## src/rtl/instr_fetch_unit.sv

```systemverilog
// instr_fetch_unit
//   Fetch stage sitting directly in front of a word-addressed, combinationally
//   read instruction memory. It holds the program counter and drives the memory
//   address. The returned word and its PC are captured into an IF/ID output
//   register, which hands off to decode through a valid/ready handshake.
//   A redirect (taken branch or jump) reloads the PC and flushes the output
//   register. Backpressure from decode stalls the PC.
//
// Optional feature macro: FETCH_HALT_ON_ZERO_EN
//   When this macro is defined, fetching an all-zero word stops the stage in
//   HALT and raises 'halted'. Only a redirect or a reset leaves HALT.
//   When it is undefined, zero words are issued like any other word, and
//   'halted' is tied to 0.
//
// Parameters
//   IMEM_DEPTH     : number of instruction words. Must be a power of two and
//                    at least 2. The PC wraps modulo this value.
//   RESET_PC       : word address that is loaded into the PC on reset.
//
// Ports
//   clk            : rising-edge clock
//   reset          : asynchronous, active-high reset
//   imem_addr      : word address to the memory (the current PC, upper bits zero)
//   imem_instr     : instruction word returned for imem_addr
//   redirect_valid : a branch or jump is taken; redirect_pc is sampled
//   redirect_pc    : target word address (only the low log2(IMEM_DEPTH) bits are used)
//   id_valid       : id_instr and id_pc hold an instruction for decode
//   id_ready       : decode accepts the output register this cycle
//   id_instr       : registered instruction word
//   id_pc          : registered word address of id_instr
//   halted         : fetch has stopped on a zero word (feature builds only)

module instr_fetch_unit #(
  parameter int unsigned IMEM_DEPTH = 64,
  parameter int unsigned RESET_PC   = 0
) (
  input  logic        clk,
  input  logic        reset,
  output logic [31:0] imem_addr,
  input  logic [31:0] imem_instr,
  input  logic        redirect_valid,
  input  logic [31:0] redirect_pc,
  output logic        id_valid,
  input  logic        id_ready,
  output logic [31:0] id_instr,
  output logic [31:0] id_pc,
  output logic        halted
);

  localparam int unsigned AW = $clog2(IMEM_DEPTH);
  localparam logic [31:0] RESET_PC_FULL = RESET_PC;
  localparam logic [AW-1:0] RESET_PC_W = RESET_PC_FULL[AW-1:0];

  logic [AW-1:0] pc_q, pc_d;
  logic          id_valid_q, id_valid_d;
  logic [31:0]   id_instr_q, id_instr_d;
  logic [AW-1:0] id_pc_q, id_pc_d;
  logic          advance;

  // The upper redirect bits are discarded by the modulo-depth PC.
  logic unused_redirect_bits;
  assign unused_redirect_bits = ^redirect_pc[31:AW];

  // Advance when the output register is empty or is being consumed this cycle.
  assign advance = !id_valid_q || id_ready;

  assign imem_addr = {{(32-AW){1'b0}}, pc_q};
  assign id_valid  = id_valid_q;
  assign id_instr  = id_instr_q;
  assign id_pc     = {{(32-AW){1'b0}}, id_pc_q};

`ifdef FETCH_HALT_ON_ZERO_EN

  typedef enum logic {RUN, HALT} state_t;

  state_t state_q, state_d;
  logic   halted_q, halted_d;

  assign halted = halted_q;

  // A redirect wins over everything and flushes the output register.
  // In RUN, a zero word parks the stage in HALT without issuing that word.
  // In HALT, the output register is only drained.
  always_comb begin
    pc_d       = pc_q;
    id_valid_d = id_valid_q;
    id_instr_d = id_instr_q;
    id_pc_d    = id_pc_q;
    state_d    = state_q;
    halted_d   = halted_q;
    if (redirect_valid) begin
      pc_d       = redirect_pc[AW-1:0];
      id_valid_d = 1'b0;
      state_d    = RUN;
      halted_d   = 1'b0;
    end else if (state_q == RUN && advance) begin
      if (imem_instr == 32'h0) begin
        id_valid_d = 1'b0;
        state_d    = HALT;
        halted_d   = 1'b1;
      end else begin
        id_instr_d = imem_instr;
        id_pc_d    = pc_q;
        id_valid_d = 1'b1;
        pc_d       = pc_q + 1'b1;
      end
    end else if (advance) begin
      id_valid_d = 1'b0;
    end
  end

  always_ff @(posedge clk or posedge reset) begin
    if (reset) begin
      pc_q       <= RESET_PC_W;
      id_valid_q <= 1'b0;
      id_instr_q <= 32'h0;
      id_pc_q    <= '0;
      state_q    <= RUN;
      halted_q   <= 1'b0;
    end else begin
      pc_q       <= pc_d;
      id_valid_q <= id_valid_d;
      id_instr_q <= id_instr_d;
      id_pc_q    <= id_pc_d;
      state_q    <= state_d;
      halted_q   <= halted_d;
    end
  end

`else

  assign halted = 1'b0;

  // A redirect wins over everything and flushes the output register.
  // Otherwise, load a new word whenever the output register can advance.
  // The PC wraps naturally at IMEM_DEPTH because it is exactly AW bits wide.
  always_comb begin
    pc_d       = pc_q;
    id_valid_d = id_valid_q;
    id_instr_d = id_instr_q;
    id_pc_d    = id_pc_q;
    if (redirect_valid) begin
      pc_d       = redirect_pc[AW-1:0];
      id_valid_d = 1'b0;
    end else if (advance) begin
      id_instr_d = imem_instr;
      id_pc_d    = pc_q;
      id_valid_d = 1'b1;
      pc_d       = pc_q + 1'b1;
    end
  end

  always_ff @(posedge clk or posedge reset) begin
    if (reset) begin
      pc_q       <= RESET_PC_W;
      id_valid_q <= 1'b0;
      id_instr_q <= 32'h0;
      id_pc_q    <= '0;
    end else begin
      pc_q       <= pc_d;
      id_valid_q <= id_valid_d;
      id_instr_q <= id_instr_d;
      id_pc_q    <= id_pc_d;
    end
  end

`endif

endmodule

```

## config.mk

```make
export PLATFORM = sky130hd
export DESIGN_NAME = instr_fetch_unit
export DESIGN_NICKNAME = d
export VERILOG_FILES = /design/src/rtl/instr_fetch_unit.sv
export SDC_FILE = /design/constraint.sdc
export NUM_CORES = 1
export LEC_CHECK = 0
export CORE_MARGIN = 1
export CORE_UTILIZATION = 35
export CTS_BUF_LIST = sky130_fd_sc_hd__clkbuf_8 sky130_fd_sc_hd__clkbuf_16
export DETAILED_ROUTE_END_ITERATION = 16
export PLACE_DENSITY = 0.82
export SLEW_MARGIN = 5
export SYNTH_ARGS = -nofsm -noshare
export SYNTH_HDL_FRONTEND = slang
export SYNTH_SLANG_ARGS = --single-unit
```

## constraint.sdc

```tcl
create_clock -name clk -period 2.1 [get_ports clk]
set_input_delay 0.63 -clock clk [delete_from_list [all_inputs] [get_ports clk]]
set_output_delay 0.63 -clock clk [all_outputs]
set_load 0.01 [all_outputs]
```

==> flow_summary.ini, run 1 <==
[drt]
wl_per_cell_um = 12.3
first_pass_iters = 6
viasPerCell = 4.17
final_antenna_net_count = 0
drt_wl_total_mm = 4.21
drc = 0
first_iter_violations = 43
vias = 1429

[pwr]
powerDensity_nw_per_um2 = 756
ir_worst_vdd_mv = 0.314
design_power_total_mw = 2.41
p_leak_nw = 1.43

[timing]
setup_viol = 0
rsz0062_at_grt = no
hold_viol_final = 0
final.min_clock_period_ns = 1.98
finalMaxSlewViolations = 0
layout_setup_ws_ns = 0.116
timing.final.crit_share_pct = 94.5
skew_ns = 0.00568
final.setup.tns_ns = 0
fmax_ghz = 0.504
whs_ns = 0.489

[critical_path]
worstPathArrival_ns = 1.35
cp_top_family = buffers and inverters
crit_path_top_delay_cell = clkdlybuf4s50_1
worstReg2RegEnd = pc_q[4]$_DFFE_PP0P_
end_kind = output pin
critPathKind = register to output pin
cp_num_buf_inv = 1
start_kind = register
r2r_cells = 4
timing.rr.start = pc_q[0]$_DFFE_PP0P_
cp_slowest_stage_delay_ns = 0.58
crit_required_ns = 1.47
r2r_slack_ns = 0.51
crit_fanout = 7
cp.depth = 1
cp_cell_sequence = clkdlybuf4s50_1

[cts]
clockBufferDepth = 2
cts_tree = built
clkLatencyLatePin_ns = 0.29
post_cts_buffers = 0
h-tree-depth = 2
cts-root-buf = clkbuf_8
cts_resized = 0
path_clk_slew_ns = 0.09
numCtsBuffers = 5
cts.sink_count = 45
postCtsHoldBufs = 0

[logic_synthesis]
synth-seq-cells = 45
synthTopCellsByArea = dfrtp_1 49%, buf_4 17%, mux2_4 13%
yosysSeqAreaShare_pct = 49.5
syn_inst = 174
syn-cell-area_um2 = 2280
synthTopCellsByCount = 53 x buf_4, 45 x dfrtp_1, 20 x mux2_4
yosys.area.top_type = dfrtp_1
synth_top_cell_area_share_pct = 49.5
synth_edf_count = 0
ys_types = 26
synth_area_per_cell_um2 = 13.1
async_reset_ff_share_pct = 100
synth_most_common_cell = buf_4
synthFlopType = dfrtp_1
synth_warnings = 0

[global_routing]
grt_max_degree = 46
overflow = 0
antenna_found_initial = 0
grt_pass1_wl_mm = 6.04
gr-usage-all-layers_pct = 12.0
grt_pass1_vias = 1317

[final_layout]
synthToLayoutAreaGrowth_pct = 39.8
fin_util_pct = 50.4
num_antenna_cells = 0
drive_above_1_share_pct = 13.2
nNetsFinal = 334

[flow_run]
cap_violations = 0

[min_path]
min_to = id_pc_q[3]$_DFFE_PP0P_
hold_class = register to register
min_from = id_pc_q[3]$_DFFE_PP0P_
min_path_cells = 1

[floorplanning]
core-area_um2 = 6310
fp.dieW_um = 82.6
rows = 29
pin_count = 166
die_y_um = 82.6
initial_core_util_pct = 36.0
die-area_um2 = 6830

[placement]
port-buffer-count = 86
dp_hpwl_mm = 3.10
preCtsSetupSlack_ns = 0.0114
place_congestion = 0.665

[outcome]
run_status = completed
[worst register-to-register path, cell delays in order (launching register included)]
cell      delay, ns
dfrtp_1        0.48
ha_1           0.21
clkinv_1       0.10
or4_1          0.52
a31oi_1        0.20
[placed cells by master, fill, tap and decap left out, drive strengths merged, types with 2 or more instances in the layout]
cell           instances
conb                  53
nor2                   5
dfrtp                 45
or4                    2
clkbuf                 6
buf                    4
a31oi                  3
nand2b                 2
nand2                  3
o21ai                  3
o31ai                  2
mux2                  38
inv                    2
clkdlybuf4s50         86
[flip-flops by register name (all words and copies together), names as in the netlist]
register and flops:
id_pc_q 6, id_instr 32, id_valid 1, pc_q 6
[metal layers]
metal	wire length, um	track usage [%]
met5	0	0
met4	53	5.69
met3	402	3.41
met2	2060	20.5
met1	1690	13.7
[how the worst max path moves through the flow]
stage | slack, ns | end | from
2_1_floorplan | 0.41 | id_instr[0]$_DFFE_PP0P_ | reset
3_3_place_gp | 0.05 | id_instr[29]$_DFFE_PP0P_ | id_ready
3_5_place_dp | 0.01 | id_instr[26]$_DFFE_PP0P_ | id_ready
4_1_cts | 0.10 | imem_addr[0] | pc_q[0]$_DFFE_PP0P_
5_1_grt | 0.06 | imem_addr[0] | pc_q[0]$_DFFE_PP0P_
6_report | 0.12 | imem_addr[0] | pc_q[0]$_DFFE_PP0P_
[cell families after synthesis]
family	Yosys count	share of synthesized area [%]
xor+xnor	1	0.385
compound gates	10	2.97
flops	45	49.5
mux	39	22.5
buf+inv	61	19.9
simple gates	16	4.01
other cells	1	0.165
fa+ha+maj	1	0.550
[where the power goes]
part	internal, mW	switching [mW]
sequential	0.986	0.0770
combinational	0.409	0.255
clock	0.387	0.292
[final cells by class]
class | instances | area (um2)
clock buffer | 6 | 82.6
fill | 553 | 3130
timing repair buffer | 90 | 928
clock inverter | 2 | 37.5
sequential | 45 | 1130
multi-input combinational | 120 | 900
tap | 77 | 96.3
inverter | 3 | 11.3
[stage by stage]
step                      std cells  cell area, um2
after floorplan                 226            2470
after global placement          335            3060
after detailed placement        335            3060
after CTS                       343            3180
after global routing            343            3180
final                           343            3180
Note: power is estimated with default switching activity, not from simulation.
==> run 2: changes to the inputs <==
Settings changed: CORE_MARGIN 1 to 3.
==> run 2 against run 1 <==
Global-route usage hardly changed; non-clock buffer count is 1 higher; total power is 6.2% lower; final cell count is 0.58% lower; fmax is 0.16% lower; final area is 0.90% lower; clock skew is 0.0027 ns lower; worst setup slack worse by 0.0031 ns; sequential share of layout area is 0.32 points higher; first-iteration DRC count is 72% lower; via count is 0.42% higher; critical endpoint unchanged; highest routed layer unchanged.
==> flow_summary.ini, run 2 (synthesis results as in run 1) <==
[global_routing]
overflow = 0
grt_pass1_vias = 1433
grt_pass1_wl_mm = 7.02
antenna_found_initial = 0
grt_max_degree = 46
gr-usage-all-layers_pct = 12.0

[critical_path]
crit_path_top_delay_cell = clkdlybuf4s50_1
cp_cell_sequence = clkdlybuf4s50_1
end_kind = output pin
timing.rr.start = pc_q[0]$_DFFE_PP0P_
crit_required_ns = 1.47
cp_num_buf_inv = 1
cp_slowest_stage_delay_ns = 0.59
critPathKind = register to output pin
cp_top_family = buffers and inverters
critical_path.startpoint = pc_q[0]$_DFFE_PP0P_
crit_fanout = 7
start_kind = register
worstPathArrival_ns = 1.36

[final_layout]
nNetsFinal = 335
layout.cells.most_common_list = 86 x clkdlybuf4s50_1, 53 x conb_1, 45 x dfrtp_1, 20 x mux2_4, 18 x mux2_1
final_common_cell = clkdlybuf4s50_1
num_antenna_cells = 0
fin_util_pct = 51.7
synthToLayoutAreaGrowth_pct = 38.5
fillers = 528
drive_above_1_share_pct = 12.8
largest_register_ff_count = 32
finalNonFillerCells = 341

[timing]
layout_setup_ws_ns = 0.113
finalMaxSlewViolations = 0
rsz0062_at_grt = no
final.setup.tns_ns = 0
skew_ns = 0.00300
hold_viol_final = 0
fmax_ghz = 0.503
timing.final.crit_share_pct = 94.6
setup_viol = 0
final.min_clock_period_ns = 1.99

[drt]
wl_per_cell_um = 13.2
first_iter_violations = 12
vias = 1435
drt_wl_total_mm = 4.51
first_pass_iters = 4
drc = 0
viasPerCell = 4.21
final_antenna_net_count = 0

[cts]
cts_resized = 0
clkLatencyLatePin_ns = 0.28
post_cts_buffers = 0
cts.sink_count = 45
clockBufferDepth = 2
cts-root-buf = clkbuf_8
path_clk_slew_ns = 0.08
h-tree-depth = 2
numCtsBuffers = 5
postCtsHoldBufs = 0
cts_tree = built

[floorplanning]
core-area_um2 = 6100
rows = 28
fp.dieW_um = 86.6
die_y_um = 86.6
initial_core_util_pct = 37.3
die-area_um2 = 7510
pin_count = 166

[pwr]
design_power_total_mw = 2.26
p_leak_nw = 1.43
powerDensity_nw_per_um2 = 715
combPwrFrac_pct = 29.9
clock_power_share_pct = 23.1
p_sw_mw = 0.600
intPower_mw = 1.65
ir_worst_vdd_mv = 0.338
seq_power_share_pct = 47.0
p_sw_share_pct = 26.6

[outcome]
run_status = completed

[placement]
preCtsSetupSlack_ns = 0.0185
place_congestion = 0.699
place_inst = 334
port-buffer-count = 86
dp_hpwl_mm = 3.46

[min_path]
hold_class = register to register
min_from = id_instr[26]$_DFFE_PP0P_

[flow_run]
cap_violations = 0
[run 2: cell types whose count changed in the layout (fill, tap and decap cells not counted)]
cell	change
clkinvlp_4	-1
inv_1	+1
bufinv_16	-1
buf_4	+1
[run 2: per-layer routing]
metal	global-route usage (%)	part of all wire (%)	vias to the layer above
met1	14.0	40	673
met2	20.6	48	96
met4	2.97	0.38	0
li1	-	-	664
met3	4.56	11	2
met5	0	0	-
[run 2: area by class of cell]
cell class	count	area [um2]	area share, %
Sequential cell	45	1130	35.7
Timing Repair Buffer	91	936	29.7
Multi-Input combinational cell	120	900	28.5
Tap cell	75	93.8	2.98
Clock buffer	6	82.6	2.62
Inverter	3	11.3	0.357
Clock inverter	1	3.75	0.119
[run 2: through the flow]
step	area, um2	hold slack (ns)
detailed placement	3070	0.475
floorplan	2470	0.529
global route	3150	0.507
global placement	3070	0.466
CTS	3150	0.494
finish	3150	0.487
[run 2: path summary, 6_finish.rpt]
kind	slack, ns	end	cells after the start
max in group asynchronous	1.20	pc_q[4]$_DFFE_PP0P_	3
min in group asynchronous	0.69	id_instr[9]$_DFFE_PP0P_	3
min reg2reg	0.49	id_instr[26]$_DFFE_PP0P_	1
max	0.11	imem_addr[0]	1
min	0.49	id_instr[26]$_DFFE_PP0P_	1
max reg2reg	0.57	pc_q[4]$_DFFE_PP0P_	4
[run 2: power groups by stage]
stage               logic [mW]  registers, mW  clock network [mW]
global route             0.724           1.08               0.594
detailed placement       0.679           1.08                   0
global placement         0.667           1.07                   0
finish                   0.674           1.06               0.522
CTS                      0.682           1.06               0.555
floorplan                0.316           1.13                   0
